<file path="config.mk">
export PLATFORM = sky130hd
export DESIGN_NAME = matmul_result_drain
export DESIGN_NICKNAME = d
export VERILOG_FILES = /design/src/rtl/matmul_result_drain.sv
export SDC_FILE = /design/constraint.sdc
export NUM_CORES = 1
export LEC_CHECK = 0
export BUFFER_PORTS_ARGS = -buffer_cell sky130_fd_sc_hd__buf_2
export CAP_MARGIN = 20
export CELL_PAD_IN_SITES_DETAIL_PLACEMENT = 1
export CELL_PAD_IN_SITES_GLOBAL_PLACEMENT = 2
export CORE_ASPECT_RATIO = 2
export CORE_UTILIZATION = 43
export CTS_CLUSTER_SIZE = 8
export DETAILED_ROUTE_END_ITERATION = 7
export PLACE_DENSITY = 0.74
export SLEW_MARGIN = 15
export SYNTH_ARGS = -nofsm -noshare
export SYNTH_HDL_FRONTEND = slang
export SYNTH_SLANG_ARGS = --single-unit
export TNS_END_PERCENT = 30
</file>
<file path="constraint.sdc">
create_clock -name clk -period 10.3 [get_ports clk]
set_input_delay 1.03 -clock clk [delete_from_list [all_inputs] [get_ports clk]]
set_output_delay 1.03 -clock clk [all_outputs]
set_load 0.02 [all_outputs]
</file>
<file path="src/rtl/matmul_result_drain.sv">
// Drains matmul result rows from the C read port into a valid/ready stream with last-beat marking.
// Define DRAIN_ROW_TAG_EN to add out_row_idx, the C row address carried alongside each beat.
module matmul_result_drain #(
  parameter int DWIDTH          = 16,
  parameter int BB_MAT_MUL_SIZE = 8,
  parameter int AWIDTH          = 7,
  parameter int NUM_ROWS        = 8,
  parameter int BASE_ADDR       = 0,
  parameter int READ_LATENCY    = 6,
  parameter int FIFO_DEPTH      = 8
) (
  input  logic                              clk,
  input  logic                              reset,
  input  logic                              done_mat_mul,
  output logic                              enable_reading_from_mem,
  output logic [AWIDTH-1:0]                 addr_pi,
  input  logic [BB_MAT_MUL_SIZE*DWIDTH-1:0] data_from_out_mat,
  output logic [BB_MAT_MUL_SIZE*DWIDTH-1:0] out_data,
  output logic                              out_valid,
  input  logic                              out_ready,
  output logic                              out_last,
  output logic                              busy,
  output logic                              drain_done
`ifdef DRAIN_ROW_TAG_EN
  ,
  output logic [AWIDTH-1:0]                 out_row_idx
`endif
);

  localparam int ROW_W = BB_MAT_MUL_SIZE * DWIDTH;
  localparam int CNT_W = $clog2(NUM_ROWS + 1);
  localparam int PTR_W = (FIFO_DEPTH > 1) ? $clog2(FIFO_DEPTH) : 1;
  localparam int OCC_W = $clog2(FIFO_DEPTH + 1);
`ifdef DRAIN_ROW_TAG_EN
  localparam int META_W = AWIDTH + 1;
`else
  localparam int META_W = 1;
`endif
  localparam int ENT_W = ROW_W + META_W;

  typedef enum logic [1:0] {IDLE, ISSUE, FLUSH, DONE} state_t;

  state_t state, state_next;
  logic done_prev;
  logic start;
  logic issue;
  logic last_issue;
  logic [CNT_W-1:0] issued_cnt;
  logic [AWIDTH-1:0] addr_next;
  logic [AWIDTH-1:0] addr_q;
  logic [META_W-1:0] issue_meta;
  logic [OCC_W-1:0] outstanding;

  logic pipe_vld [READ_LATENCY];
  logic [META_W-1:0] pipe_meta [READ_LATENCY];
  logic pipe_busy;

  logic [ENT_W-1:0] fifo_mem [FIFO_DEPTH];
  logic [PTR_W-1:0] rd_ptr, wr_ptr;
  logic [OCC_W-1:0] fifo_cnt;
  logic [ENT_W-1:0] head;
  logic push, pop;
  logic head_last;

  assign start      = done_mat_mul & ~done_prev & (state == IDLE);
  assign issue      = (state == ISSUE) && (outstanding < OCC_W'(FIFO_DEPTH));
  assign last_issue = issue && (issued_cnt == CNT_W'(NUM_ROWS - 1));
  assign addr_next  = AWIDTH'(BASE_ADDR) + AWIDTH'(issued_cnt);

`ifdef DRAIN_ROW_TAG_EN
  assign issue_meta = {addr_next, last_issue};
`else
  assign issue_meta = last_issue;
`endif

  assign push      = pipe_vld[READ_LATENCY-1];
  assign out_valid = (fifo_cnt != '0);
  assign pop       = out_valid & out_ready;
  assign head      = fifo_mem[rd_ptr];
  assign head_last = head[ROW_W];

  // Outputs read as zero while the FIFO is empty so reset leaves the stream fully quiet.
  assign out_data = out_valid ? head[ROW_W-1:0] : '0;
  assign out_last = out_valid & head_last;
`ifdef DRAIN_ROW_TAG_EN
  assign out_row_idx = out_valid ? head[ROW_W+1 +: AWIDTH] : '0;
`endif

  always_ff @(posedge clk or posedge reset) begin
    if (reset) begin
      state     <= IDLE;
      done_prev <= 1'b0;
    end else begin
      state     <= state_next;
      done_prev <= done_mat_mul;
    end
  end

  // The last beat is always the final FIFO entry, so its handshake means the drain is complete.
  always_comb begin
    state_next = state;
    case (state)
      IDLE:    if (start) state_next = ISSUE;
      ISSUE:   if (last_issue) state_next = FLUSH;
      FLUSH:   if (pop && head_last) state_next = DONE;
      DONE:    state_next = IDLE;
      default: state_next = IDLE;
    endcase
  end

  always_comb begin
    busy                    = (state == ISSUE) || (state == FLUSH);
    drain_done              = (state == DONE);
    enable_reading_from_mem = (state == ISSUE) || ((state == FLUSH) && pipe_busy);
    addr_pi                 = issue ? addr_next : addr_q;
  end

  always_ff @(posedge clk or posedge reset) begin
    if (reset) begin
      issued_cnt <= '0;
      addr_q     <= '0;
    end else begin
      if (state == IDLE) begin
        issued_cnt <= '0;
      end else if (issue) begin
        issued_cnt <= issued_cnt + 1'b1;
        addr_q     <= addr_next;
      end
    end
  end

  // Credits cover both rows still in the read pipe and rows waiting in the FIFO.
  always_ff @(posedge clk or posedge reset) begin
    if (reset) begin
      outstanding <= '0;
    end else begin
      case ({issue, pop})
        2'b10:   outstanding <= outstanding + 1'b1;
        2'b01:   outstanding <= outstanding - 1'b1;
        default: outstanding <= outstanding;
      endcase
    end
  end

  always_ff @(posedge clk or posedge reset) begin
    if (reset) begin
      for (int i = 0; i < READ_LATENCY; i++) begin
        pipe_vld[i]  <= 1'b0;
        pipe_meta[i] <= '0;
      end
    end else begin
      pipe_vld[0]  <= issue;
      pipe_meta[0] <= issue_meta;
      for (int i = 1; i < READ_LATENCY; i++) begin
        pipe_vld[i]  <= pipe_vld[i-1];
        pipe_meta[i] <= pipe_meta[i-1];
      end
    end
  end

  always_comb begin
    pipe_busy = 1'b0;
    for (int i = 0; i < READ_LATENCY; i++) begin
      pipe_busy = pipe_busy | pipe_vld[i];
    end
  end

  always_ff @(posedge clk) begin
    if (push) begin
      fifo_mem[wr_ptr] <= {pipe_meta[READ_LATENCY-1], data_from_out_mat};
    end
  end

  always_ff @(posedge clk or posedge reset) begin
    if (reset) begin
      rd_ptr   <= '0;
      wr_ptr   <= '0;
      fifo_cnt <= '0;
    end else begin
      if (push) begin
        wr_ptr <= (wr_ptr == PTR_W'(FIFO_DEPTH - 1)) ? '0 : wr_ptr + 1'b1;
      end
      if (pop) begin
        rd_ptr <= (rd_ptr == PTR_W'(FIFO_DEPTH - 1)) ? '0 : rd_ptr + 1'b1;
      end
      case ({push, pop})
        2'b10:   fifo_cnt <= fifo_cnt + 1'b1;
        2'b01:   fifo_cnt <= fifo_cnt - 1'b1;
        default: fifo_cnt <= fifo_cnt;
      endcase
    end
  end

  a_no_overflow: assert property (@(posedge clk) disable iff (reset)
    !(push && !pop && (fifo_cnt == OCC_W'(FIFO_DEPTH))));

endmodule

</file>
Word level (Yosys, flattened, before mapping) --
Memory sizes are Yosys's and may differ from the RTL's. Cells that the tools add are included.
Word-level totals: RAM bits 1032, output and inout bits 140, word-level logic and storage cells 78, bits in registers 40, bits of input ports 132, memories kept 1
Memories:
- fifo_mem | depth 8, width 129, rd ports 1, clocked after Yosys merged registers in 0, wr ports 1, RTL line 58 | logic [ENT_W-1:0] fifo_mem [FIFO_DEPTH];
Cells by class: equality and inequality tests 13, bitwise logic cells 10, $add $sub $neg 7, multiplexer cells 14, reduce and logical (&&, ||, !) cells 12, $lt $le $gt $ge 1
Operator list (number):
- two-way mux 128 bit | 1
- case mux 4 bit (2 select lines) | 2
- adder 4 x 1 -> 4 bit (second input constant) | 3
- == test 2 bit (second input constant) | 4
- two-way mux 4 bit | 2
- case mux 2 bit (4 select lines) | 1
- subtractor 4 x 1 -> 4 bit (second input constant) | 2
- two-way mux 7 bit | 1
- adder 3 x 1 -> 3 bit (second input constant) | 2
- == test 2 x 1 -> 1 bit (second input constant) | 3
- == test 3 bit (second input constant) | 2
- two-way mux 2 bit | 3
- two-way mux 3 bit | 2
- inequality test 2 bit (second input constant) | 3
- nonzero test 2 bit | 3
- bitwise OR 1 bit | 5
- AND 1 bit | 4
- == test 4 x 3 -> 1 bit (second input constant) | 1
- logical AND 1 bit | 4
- < comparator 4 bit (second input constant) | 1
- nonzero test 4 bit | 1
- AND reduction 3 bit | 1
- logical NOT 2 bit | 1
- logical OR 1 bit | 2
- 2 further kinds | 3

Logic depth before layout (Yosys ltp) --
Gate-level depths: netlist (run 1).
depth after elaboration 7, gate-level depth with buffers 11, depth with buffers taken out 9

Worst setup path before layout (run 1) --
Ideal clock, no wire load.
path kind register to register, start reg pipe_vld (netlist bit push), end mem fifo_mem[0][0] (netlist bit) (enable), library setup time 0.775 ns, arrival 9.516 ns, slack 0.009 ns, required time 9.525 ns, path buffers 1, stages on the path, launching flop included 4, clock period less this slack 10.291 ns, cells stage by stage dfrtp_1 clkbuf_1 nand2b_1 nor3_1
Between the ends: word-level cells in the longest chain between the ends 2
RTL lines:
- start: declaration | RTL line 54 | logic pipe_vld [READ_LATENCY];
- start signal: indexed assignment | RTL line 155 | pipe_vld[i] <= pipe_vld[i-1];
- two-way mux 1 bit | RTL line 169 | if (push) begin
- two-way mux 1 bit (implied by the code) | RTL line 170 | fifo_mem[wr_ptr] <= {pipe_meta[READ_LATENCY-1], data_from_out_mat};
- end: declaration | RTL line 58
Every way passes these cells.

Worst setup path after layout (run 1) --
start reg rd_ptr[0], end out out_data[72]
Between the ends: word-level cells in the longest chain between the ends 2
RTL lines:
- start: declaration | RTL line 59 | logic [PTR_W-1:0] rd_ptr, wr_ptr;
- start signal: assignment | RTL line 184 | rd_ptr <= (rd_ptr == PTR_W'(FIFO_DEPTH - 1)) ? '0 : rd_ptr + 1'b1;
- memory (8 x 129 bit)
- two-way mux 128 bit | RTL line 83 | assign out_data = out_valid ? head[ROW_W-1:0] : '0;
- end: declaration | RTL line 18 | output logic [BB_MAT_MUL_SIZE*DWIDTH-1:0] out_data,
Every way passes these cells.

==> flow_summary.yaml, run 1 <==
synthesis:
  syn-num-nets: 1966
  synth-xor-area-share_pct: 0.192
  synth_area_per_cell_sq_um: 22.5
  synth_top_family_by_area: "multiplexers"
  yosysUniqueCellTypes: 50
  syn_area_sq_um: 41000
  synth_edf_count: 1032
  yosys.area_share.simple_pct: 2.18
  synth_mux_area_share_pct: 17.6
  synth_async_sr_flop_share_pct: 3.73
  ys.flop_type: "edfxtp_1"
  syn_inst: 1822
  ys_ff_latch: 1072
  synthAdderAreaFrac_pct: 0.367
  yosysSeqAreaShare_pct: 78.1
  synth_compound_area_share_pct: 0.415
  yosys_warnings: 0
floorplanning:
  initial_core_util_pct: 43.5
  rows: 159
  num_io_pins: 272
  dieWidth_um: 220
  die_area_sq_um: 96600
  die_h_um: 438
  core_region_area_sq_um: 94100
timing:
  clock.fmax_mhz: 189
  hold_violations: 0
  min_period_ps: 5290
  rsz0062_at_grt: "no"
  setup_tns_ps: 0
  skew_ps: 20.1
  worstMarginPinSlew_ps: 1080
  drv_slew: 0
  post-route-period-util_pct: 51.3
  setup_violations: 0
  max_slew_margin_pct: 27.8
setup_path:
  cp_common_cell: "buf_4"
  path_cells: "buf_16 -> buf_4 -> buf_4 -> mux4_2 -> mux2i_1 -> nor2_1 -> buf_2"
  crit_cells: 7
  r2r_end: "fifo_mem[0][20]"
  critPathMaxFanout: 42
  startpoint: "rd_ptr[0]"
  r2r.worst_path.cells: 4
  endpoint_kind: "output port"
  cp_data_required_time_ps: 9270
  critPathKind: "reg -> out"
  cpMaxStageDelayCell: "buf_4"
  crit_buf_inv: 4
  worst_ep_arrival_time_ps: 4260
  rrSetupSlack_ps: 7070
  startpoint_type: "register"
  crit_family: "buffers and inverters"
  crit_end: "out_data[72]"
  cp_slowest_stage_delay_ps: 740
  r2r_start: "push"
routing:
  remaining_drc_errors: 48
  wl_per_cell_um: 27.1
  drt_wl_total_um: 93500
  via_per_inst: 5.59
  drt_iter0_drc: 1035
  vias: 19274
  ant_nets: 0
  dr.pass1.iters: 7
clock_tree:
  clkLatencyLatePin_ps: 730
  ctsHoldBuffers: 0
  path_clk_slew_ps: 50
  cts_tree: "done"
  cts_buffers: 151
  cts_sinks: 1072
  h-tree-depth: 4
  clock-root-buffer: "clkbuf_16"
  cts_setup_buffers: 0
  cts_resized: 0
  clockBufferDepth: 3
hold_path:
  hp-class: "reg -> reg"
  hp-start: "pipe_meta[5]"
global_route:
  grtUsageTotal_pct: 20.1
  globalRoute.totalOverflow: 0
  grt_max_degree: 99
  antenna_found_initial: 18
  grt_pass1_wl_um: 139000
  first_global_vias: 21891
place:
  hpwl_um: 51000
  dp.cells: 3245
  routabilityCongestion: 0.685
  io_buffer_count: 271
layout:
  final_cell_mix: "edfxtp_1 (1032), buf_2 (271), mux4_2 (258)"
  fin_nets: 2337
  final_common_cell: "edfxtp_1"
  stdcell_count: 3447
  fillers: 8283
  utilization_pct: 51.0
  layout-drive-gt1-share_pct: 34.2
  syn_to_final_growth_pct: 17.1
power:
  combPwrFrac_pct: 28.8
  netSwitchingPower_mw: 4.22
  p_int_mw: 9.43
  clock_power_share_pct: 32.3
  total_leakage_power_nw: 16.0
  p_per_area_nw_per_um2: 285
  seq_power_share_pct: 38.8
  p_sw_share_pct: 30.9
  irDropWorstVdd_mv: 0.269
run_status:
  violations: "DRC"
  run_status: "complete, but fails checks"
job:
  max_cap_violations: 0
## metal layers
layer,GRT usage [%],routed length (um)
met1,24.0,36400
met3,5.03,5370
met5,0,123
met2,35.0,49400
met4,6.69,2200
## worst min path at each step
stage / endpoint / slack [ps] / cells after the start
final: pipe_meta[4] / 350 / 0
after global routing: pipe_meta[4] / 350 / 0
after CTS: done_prev / 350 / 1
after detailed placement: pipe_meta[3] / 340 / 0
after global placement: pipe_meta[4] / 350 / 0
after floorplan: pipe_meta[0] / 330 / 0
## final cells by class
type | instances | area [sq um] | share of cell area [%]
Clock buffer | 185 | 4060 | 8.45
Tap cell | 1207 | 1510 | 3.15
Antenna cell | 7 | 17.5 | 0.0365
Clock inverter | 8 | 88.8 | 0.185
Multi-Input combinational cell | 646 | 8560 | 17.8
Timing Repair Buffer | 310 | 1700 | 3.55
Inverter | 12 | 47.5 | 0.0991
Sequential cell | 1072 | 32000 | 66.7
## sequential cells by signal, summed over array words and instances, names as in the netlist
name / count
push: 1
addr_q: 7
fifo_mem: 1032
done_prev: 1
fifo_cnt: 4
rd_ptr: 3
issued_cnt: 4
pipe_vld: 5
state: 2
wr_ptr: 3
outstanding: 4
pipe_meta: 6
## synthesized netlist by cell type, drive strengths merged, types with 2 or more instances
library cell / number / area (sq um)
a31oi: 2 / 12.5
nand3: 6 / 35.0
ha: 12 / 150
nand4: 4 / 25.0
dfrtp: 40 / 1000
mux2: 8 / 90.1
nor4: 3 / 18.8
inv: 12 / 47.6
a22oi: 2 / 15.0
buf: 44 / 223
nand2b: 5 / 31.3
nor3: 7 / 35.0
nor2: 142 / 533
a21oi: 6 / 30.0
o21ai: 2 / 10.0
xnor2: 4 / 35.0
clkbuf: 48 / 200
nor2b: 3 / 18.8
xor2: 5 / 43.8
mux4: 258 / 5810
nand2: 25 / 93.8
and2: 3 / 18.8
edfxtp: 1032 / 31000
mux2i: 130 / 1300
## through the flow
step / power [mW] / worst slack [ps] / instance area [sq um] / hold WS [ps]
2_1_floorplan: 8.14 / 9.20 / 41000 / 331
3_3_place_gp: 9.31 / 5360 / 43800 / 345
3_5_place_dp: 9.39 / 5310 / 43800 / 338
4_1_cts: 13.9 / 4470 / 47900 / 346
5_1_grt: 14.3 / 4580 / 48000 / 351
6_report: 13.7 / 5010 / 48000 / 347
## worst reg2reg max path: stages (launching register included)
cell and delay [ps]:
dfrtp_1 630, nand2b_1 380, nor3_2 240, buf_4 710, buf_4 850
## cell families (layout without fill, tap and decap cells)
logic type,count (synthesis),after routing
compound gates,22,22
simple gates,207,207
other cells,0,7
mux,396,396
fa+ha+maj,12,12
flops,1072,1072
xor+xnor,9,9
buf+inv,104,515
## power groups by stage
stage               clock network, mW  registers [mW]  logic, mW
floorplan                           0            5.28       2.86
global placement                    0            5.40       3.91
detailed placement                  0            5.43       3.97
CTS                              4.54            5.35       3.99
global route                     4.66            5.33       4.26
finish                           4.42            5.30       3.94
No activity file was read; power rests on OpenSTA's default activity.
==> inputs of run 2 (changes only) <==
ABC_AREA = 1   (was not set)
CORE_UTILIZATION = 38   (was 43)
clock period = 4.8 ns   (was 10.3 ns; I/O delays follow)
==> run 2 against run 1 <==
Critical path type unchanged. The flow now finishes without violations. Utilization is 4.8 points lower. Clock power is 120% higher. Register-to-register slack worse by 5200 ps. Sequential share of layout area is 2.8 points lower. Combinational power grew to 3.0 times the previous value. Global-route usage is 1.4 points higher.
==> flow_summary.yaml, run 2 <==
synthesis:
  yosysSeqAreaShare_pct: 76.8
  yosysMostFrequentCell: "edfxtp_1"
  synth_async_sr_flop_share_pct: 3.73
  syn-num-nets: 3296
  synth_area_per_cell_sq_um: 13.2
  syn_area_sq_um: 41600
  syn_inst: 3152
  synth_edf_count: 1032
  yosys-top-cells-area: "edfxtp_1 (74%), nor2_1 (7.2%), o21ai_0 (6.7%)"
  synth_top_area_share_pct: 74.4
  yosysUniqueCellTypes: 33
  synth_top_area_cell: "edfxtp_1"
  ys_ff_latch: 1072
  yosys_warnings: 0
  ys.flop_type: "edfxtp_1"
  synthTopCellsByCount: "edfxtp_1 (1032), nor2_1 (797), o21ai_0 (559), o22ai_1 (257), clkbuf_1 (132)"
timing:
  max_slew_margin_pct: 30.7
  post-route-period-util_pct: 85.2
  setup_ws_ps: 708
  setup_violations: 0
  drv_slew: 0
  setup_tns_ps: 0
  skew_ps: 29.0
  clock.fmax_mhz: 244
  worstMarginPinSlew_ps: 1040
  min_period_ps: 4090
  hold_violations: 0
  rsz0062_at_grt: "no"
routing:
  via_per_inst: 5.46
  drt_wl_total_um: 118000
  drt_iter0_drc: 1390
  dr.pass1.iters: 5
  wl_per_cell_um: 23.8
  vias: 27185
  remaining_drc_errors: 0
  ant_nets: 0
place:
  hpwl_um: 61800
  routabilityCongestion: 0.722
  io_buffer_count: 271
  dp_worst_setup_slack_ps: 1450
power:
  irDropWorstVdd_mv: 0.619
  total_leakage_power_nw: 17.1
  p_per_area_nw_per_um2: 655
clock_tree:
  cts_tree: "done"
  path_clk_slew_ps: 50
  clkLatencyLatePin_ps: 760
  cts_buffers: 152
  cts_sinks: 1072
  clockBufferDepth: 3
  cts_resized: 0
  h-tree-depth: 4
  clock-root-buffer: "clkbuf_16"
floorplanning:
  die_area_sq_um: 111000
  die_h_um: 470
  num_io_pins: 272
  rows: 171
  core_region_area_sq_um: 108000
  dieWidth_um: 236
  initial_core_util_pct: 38.4
layout:
  final_common_cell: "edfxtp_1"
  fin_nets: 3693
  largest_reg_flops: 1032
  top_register: "fifo_mem"
  layout-drive-gt1-share_pct: 14.3
  reg_top3: "fifo_mem: 1032 flops, addr_q: 7 flops, pipe_meta: 6 flops"
  final_cell_mix: "edfxtp_1 (1032), nor2_1 (789), o21ai_0 (559)"
  syn_to_final_growth_pct: 20.3
hold_path:
  hp-class: "reg -> reg"
setup_path:
  critPathKind: "reg -> out"
  cp_data_required_time_ps: 4320
  endpoint_kind: "output port"
  worst_ep_arrival_time_ps: 3610
  critPathMaxFanout: 132
  startpoint_type: "register"
global_route:
  antenna_found_initial: 15
  grt_pass1_wl_um: 179000
  grt_max_degree: 238
  first_global_vias: 29481
  grtUsageTotal_pct: 21.5
  globalRoute.totalOverflow: 0
run_status:
  run_status: "finished, final reports clean"
job:
  max_cap_violations: 0
run 2: cell count changes after synthesis, sizes merged, moves of 38 or more:
| cell | before | now |
|---|---|---|
| nor2 | 142 | 798 |
| clkbuf | 48 | 133 |
| o21ai | 2 | 661 |
| nand2 | 25 | 64 |
| mux4 | 258 | 0 |
| buf | 44 | 82 |
| mux2i | 130 | 0 |
| o22ai | 1 | 257 |
run 2: stage by stage:
stage	util (%)	instance area, sq um	std cells	hold WS (ps)	power, mW
finish	46.2	50100	4979	358	32.8
detailed placement	41.1	44600	4649	340	23.5
CTS	46.1	50000	4969	326	33.3
floorplan	-	41600	3152	331	19.1
global route	46.2	50100	4978	365	34.5
global placement	41.1	44600	4649	335	23.4
run 2: cell families (layout without fill, tap and decap cells):
group                    Yosys count  in the layout  synth area share (%)
flip-flops                      1072           1072                  76.8
AO/OA/AOI/OAI                    927            927                  12.0
AND/OR/NAND/NOR                  879            879                  8.04
buffers and inverters            255            688                  2.66
adder cells (fa/ha/maj)           12             12                 0.361
XOR/XNOR                           7              7                 0.147
other                              0             10                     0
run 2: timing repair:
item,4_1_cts,5_1_grt
setup buffers,0,0
hold endpoints to repair,1065,0
hold buffers,130,0
run 2: where the power goes:
group	leakage [nW]	switching, mW	internal (mW)
registers	9.82	0.324	11.1
logic	5.22	8.49	3.29
clock network	2.01	3.77	5.77
run 2: area by class of cell:
type                    count  area (sq um)
clock inverters             9           116
multi-input cells        1825          8600
flip-flops and latches   1072         32000
fillers                 10988         58400
inverters                  40           179
clock buffers             181          4010
repair buffers            458          3410
diodes                     10          25.0
well taps                1384          1730
run 2: per-layer routing:
| layer | GRT usage (%) | part of all wire (%) |
|---|---|---|
| met5 | 0 | 0.047 |
| met4 | 8.21 | 2.9 |
| met3 | 4.65 | 4.6 |
| met2 | 38.7 | 52 |
| met1 | 24.6 | 40 |
run 2: final timing paths:
check | from | end | slack [ps] | cells after the start
worst min-delay path | pipe_meta[1] | pipe_meta[0] | 360 | 0
worst max-delay path | rd_ptr[1] | out_data[68] | 710 | 7
min in group asynchronous | reset | done_prev | 420 | 4
worst min register to register | pipe_meta[1] | pipe_meta[0] | 360 | 0
worst max register to register | rd_ptr[1] | state[0] | 1920 | 11
max in group asynchronous | reset | rd_ptr[1] | 3920 | 4
run 2: worst max-delay path: stages (launching register included):
cell and delay [ps]:
dfrtp_4 720, inv_8 770, buf_4 490, o21ai_0 200, o22ai_1 180, nor2_1 80, nor2_1 190, buf_2 190
==> inputs of run 3 (changes only) <==
CORE_ASPECT_RATIO = not set   (was 2)
==> run 3 against run 2 <==
Routed wire length fell by 3.1%. Non-clock buffer count fell by 7. First-iteration DRC count rose by 23%. Global-route usage fell by 0.79 points. Count of clock-buffer cells in the layout fell by 6. Final cell count rose by 0.36%. Die area barely moved. Fmax rose by 4.7%. Critical path depth did not move. Largest cell class unchanged. Largest power group is now sequential cells.
==> flow_summary.yaml, run 3 (synthesized netlist as in run 2, its figures left out) <==
power:
  p_per_area_nw_per_um2: 653
  irDropWorstVdd_mv: 0.588
  total_leakage_power_nw: 17.0
routing:
  vias: 26714
  ant_nets: 0
  drt_iter0_drc: 1712
  via_per_inst: 5.35
  wl_met1_um: 50600
  dr.pass1.iters: 5
  remaining_drc_errors: 0
  top_layer_used: "met5"
  drt_wl_total_um: 115000
  wl_met2_um: 56800
  wl_met3_um: 4950
  wl_per_cell_um: 23.0
layout:
  fillers: 11036
  top_register: "fifo_mem"
  reg_top3: "fifo_mem: 1032 flops, addr_q: 7 flops, pipe_meta: 6 flops"
  layout-drive-gt1-share_pct: 14.3
  fin_nets: 3686
  largest_reg_flops: 1032
  final_common_cell: "edfxtp_1"
  syn_to_final_growth_pct: 20.1
  final_cell_mix: "edfxtp_1 (1032), nor2_1 (789), o21ai_0 (559)"
setup_path:
  cp_data_required_time_ps: 4320
  endpoint_kind: "output port"
  worst_ep_arrival_time_ps: 3430
  cpMaxStageDelayCell: "buf_4"
  r2r_start: "fifo_cnt[0]"
  critPathKind: "reg -> out"
  path_cells: "buf_4 -> buf_4 -> o21ai_0 -> o22ai_1 -> nor2_1 -> nor2_1 -> buf_2"
  critPathMaxFanout: 71
  startpoint: "rd_ptr[0]"
  rrSetupSlack_ps: 2040
  startpoint_type: "register"
  cp_slowest_stage_delay_ps: 660
  r2r.worst_path.cells: 13
  r2r_end: "outstanding[2]"
global_route:
  grtUsageTotal_pct: 20.7
  first_global_vias: 28298
  globalRoute.totalOverflow: 0
  grt_pass1_wl_um: 174000
  grt_max_degree: 224
  antenna_found_initial: 8
timing:
  skew_ps: 18.2
  min_period_ps: 3910
  drv_slew: 0
  setup_tns_ps: 0
  fin_hold_ws_ps: 70.7
  post-route-period-util_pct: 81.4
  clock.fmax_mhz: 256
  setup_violations: 0
  worstMarginPinSlew_ps: 1090
  rsz0062_at_grt: "no"
  max_slew_margin_pct: 27.4
  hold_violations: 0
hold_path:
  holdPathStages: 1
  hp-class: "in -> reg"
  whs_endpoint: "fifo_mem[4][41]"
  hp-start: "data_from_out_mat[41]"
clock_tree:
  clkLatencyLatePin_ps: 750
  path_clk_slew_ps: 50
  cts_buffers: 152
  cts_setup_buffers: 0
  clockBufferDepth: 3
  clock-root-buffer: "clkbuf_16"
  cts_tree: "done"
  cts_sinks: 1072
  h-tree-depth: 4
floorplanning:
  rows: 121
  dieWidth_um: 333
  initial_core_util_pct: 38.3
  num_io_pins: 272
  core_region_area_sq_um: 109000
  die_h_um: 333
  die_area_sq_um: 111000
place:
  routabilityCongestion: 0.723
  hpwl_um: 56300
  io_buffer_count: 271
run_status:
  run_status: "finished, final reports clean"
job:
  max_cap_violations: 0
-- run 3: changes by cell type in the layout (fill, tap and decap cells not counted), sizes merged --
cell	change
buf	-6
bufinv	+1
clkbuf	-6
clkinv	-2
diode	-3
dlygate4sd3	-1
inv	+5
-- run 3: layer usage --
| layer | vias to the layer above | GRT usage (%) |
|---|---|---|
| met5 | - | 0 |
| met4 | 6 | 6.14 |
| met3 | 181 | 4.03 |
| met2 | 535 | 35.2 |
| met1 | 13637 | 26.7 |
| li1 | 12355 | - |
-- run 3: critical path: cells and delay by family (launching register included) --
| kind | cells | cell delay (ps) |
|---|---|---|
| AOI/OAI and AO/OA | 2 | 400 |
| DFF | 1 | 570 |
| buffers and inverters | 3 | 1410 |
| and+or+nand+nor | 2 | 240 |
-- run 3: cell type report --
type	count	area (sq um)	share of cell area, %
clock buffers	175	3980	7.95
flip-flops and latches	1072	32000	64.0
repair buffers	451	3240	6.49
diodes	7	17.5	0.0350
inverters	40	179	0.358
well taps	1414	1770	3.54
multi-input cells	1825	8600	17.2
clock inverters	13	223	0.445
-- run 3: power breakdown --
part / switching [mW] / total (mW) / internal (mW)
combinational: 8.24 / 11.5 / 3.26
sequential: 0.362 / 11.5 / 11.2
clock: 3.82 / 9.66 / 5.84
-- run 3: stage by stage --
step	util [%]	setup slack (ps)	area, sq um	power, mW	cells
global placement	40.9	1670	44500	23.1	4673
detailed placement	40.9	1630	44500	23.3	4673
finish	46.0	892	50000	32.7	4997
CTS	46.0	770	50000	33.1	4990
floorplan	-	-1870	41600	19.1	3152
global route	46.0	642	50000	34.5	4994
-- run 3: worst max path at each step --
stage                endpoint  slack [ps]
4_1_cts          out_data[10]         770
3_3_place_gp     out_data[31]        1670
3_5_place_dp    out_data[119]        1630
5_1_grt         out_data[119]         640
6_report         out_data[27]         890
2_1_floorplan  fifo_mem[1][0]       -1870
-- run 3: repair_timing --
| action | in CTS | in global routing |
|---|---|---|
| hold buffers | 129 | 0 |
| resized for setup | 0 | 0 |
| hold endpoints to repair | 1057 | 0 |
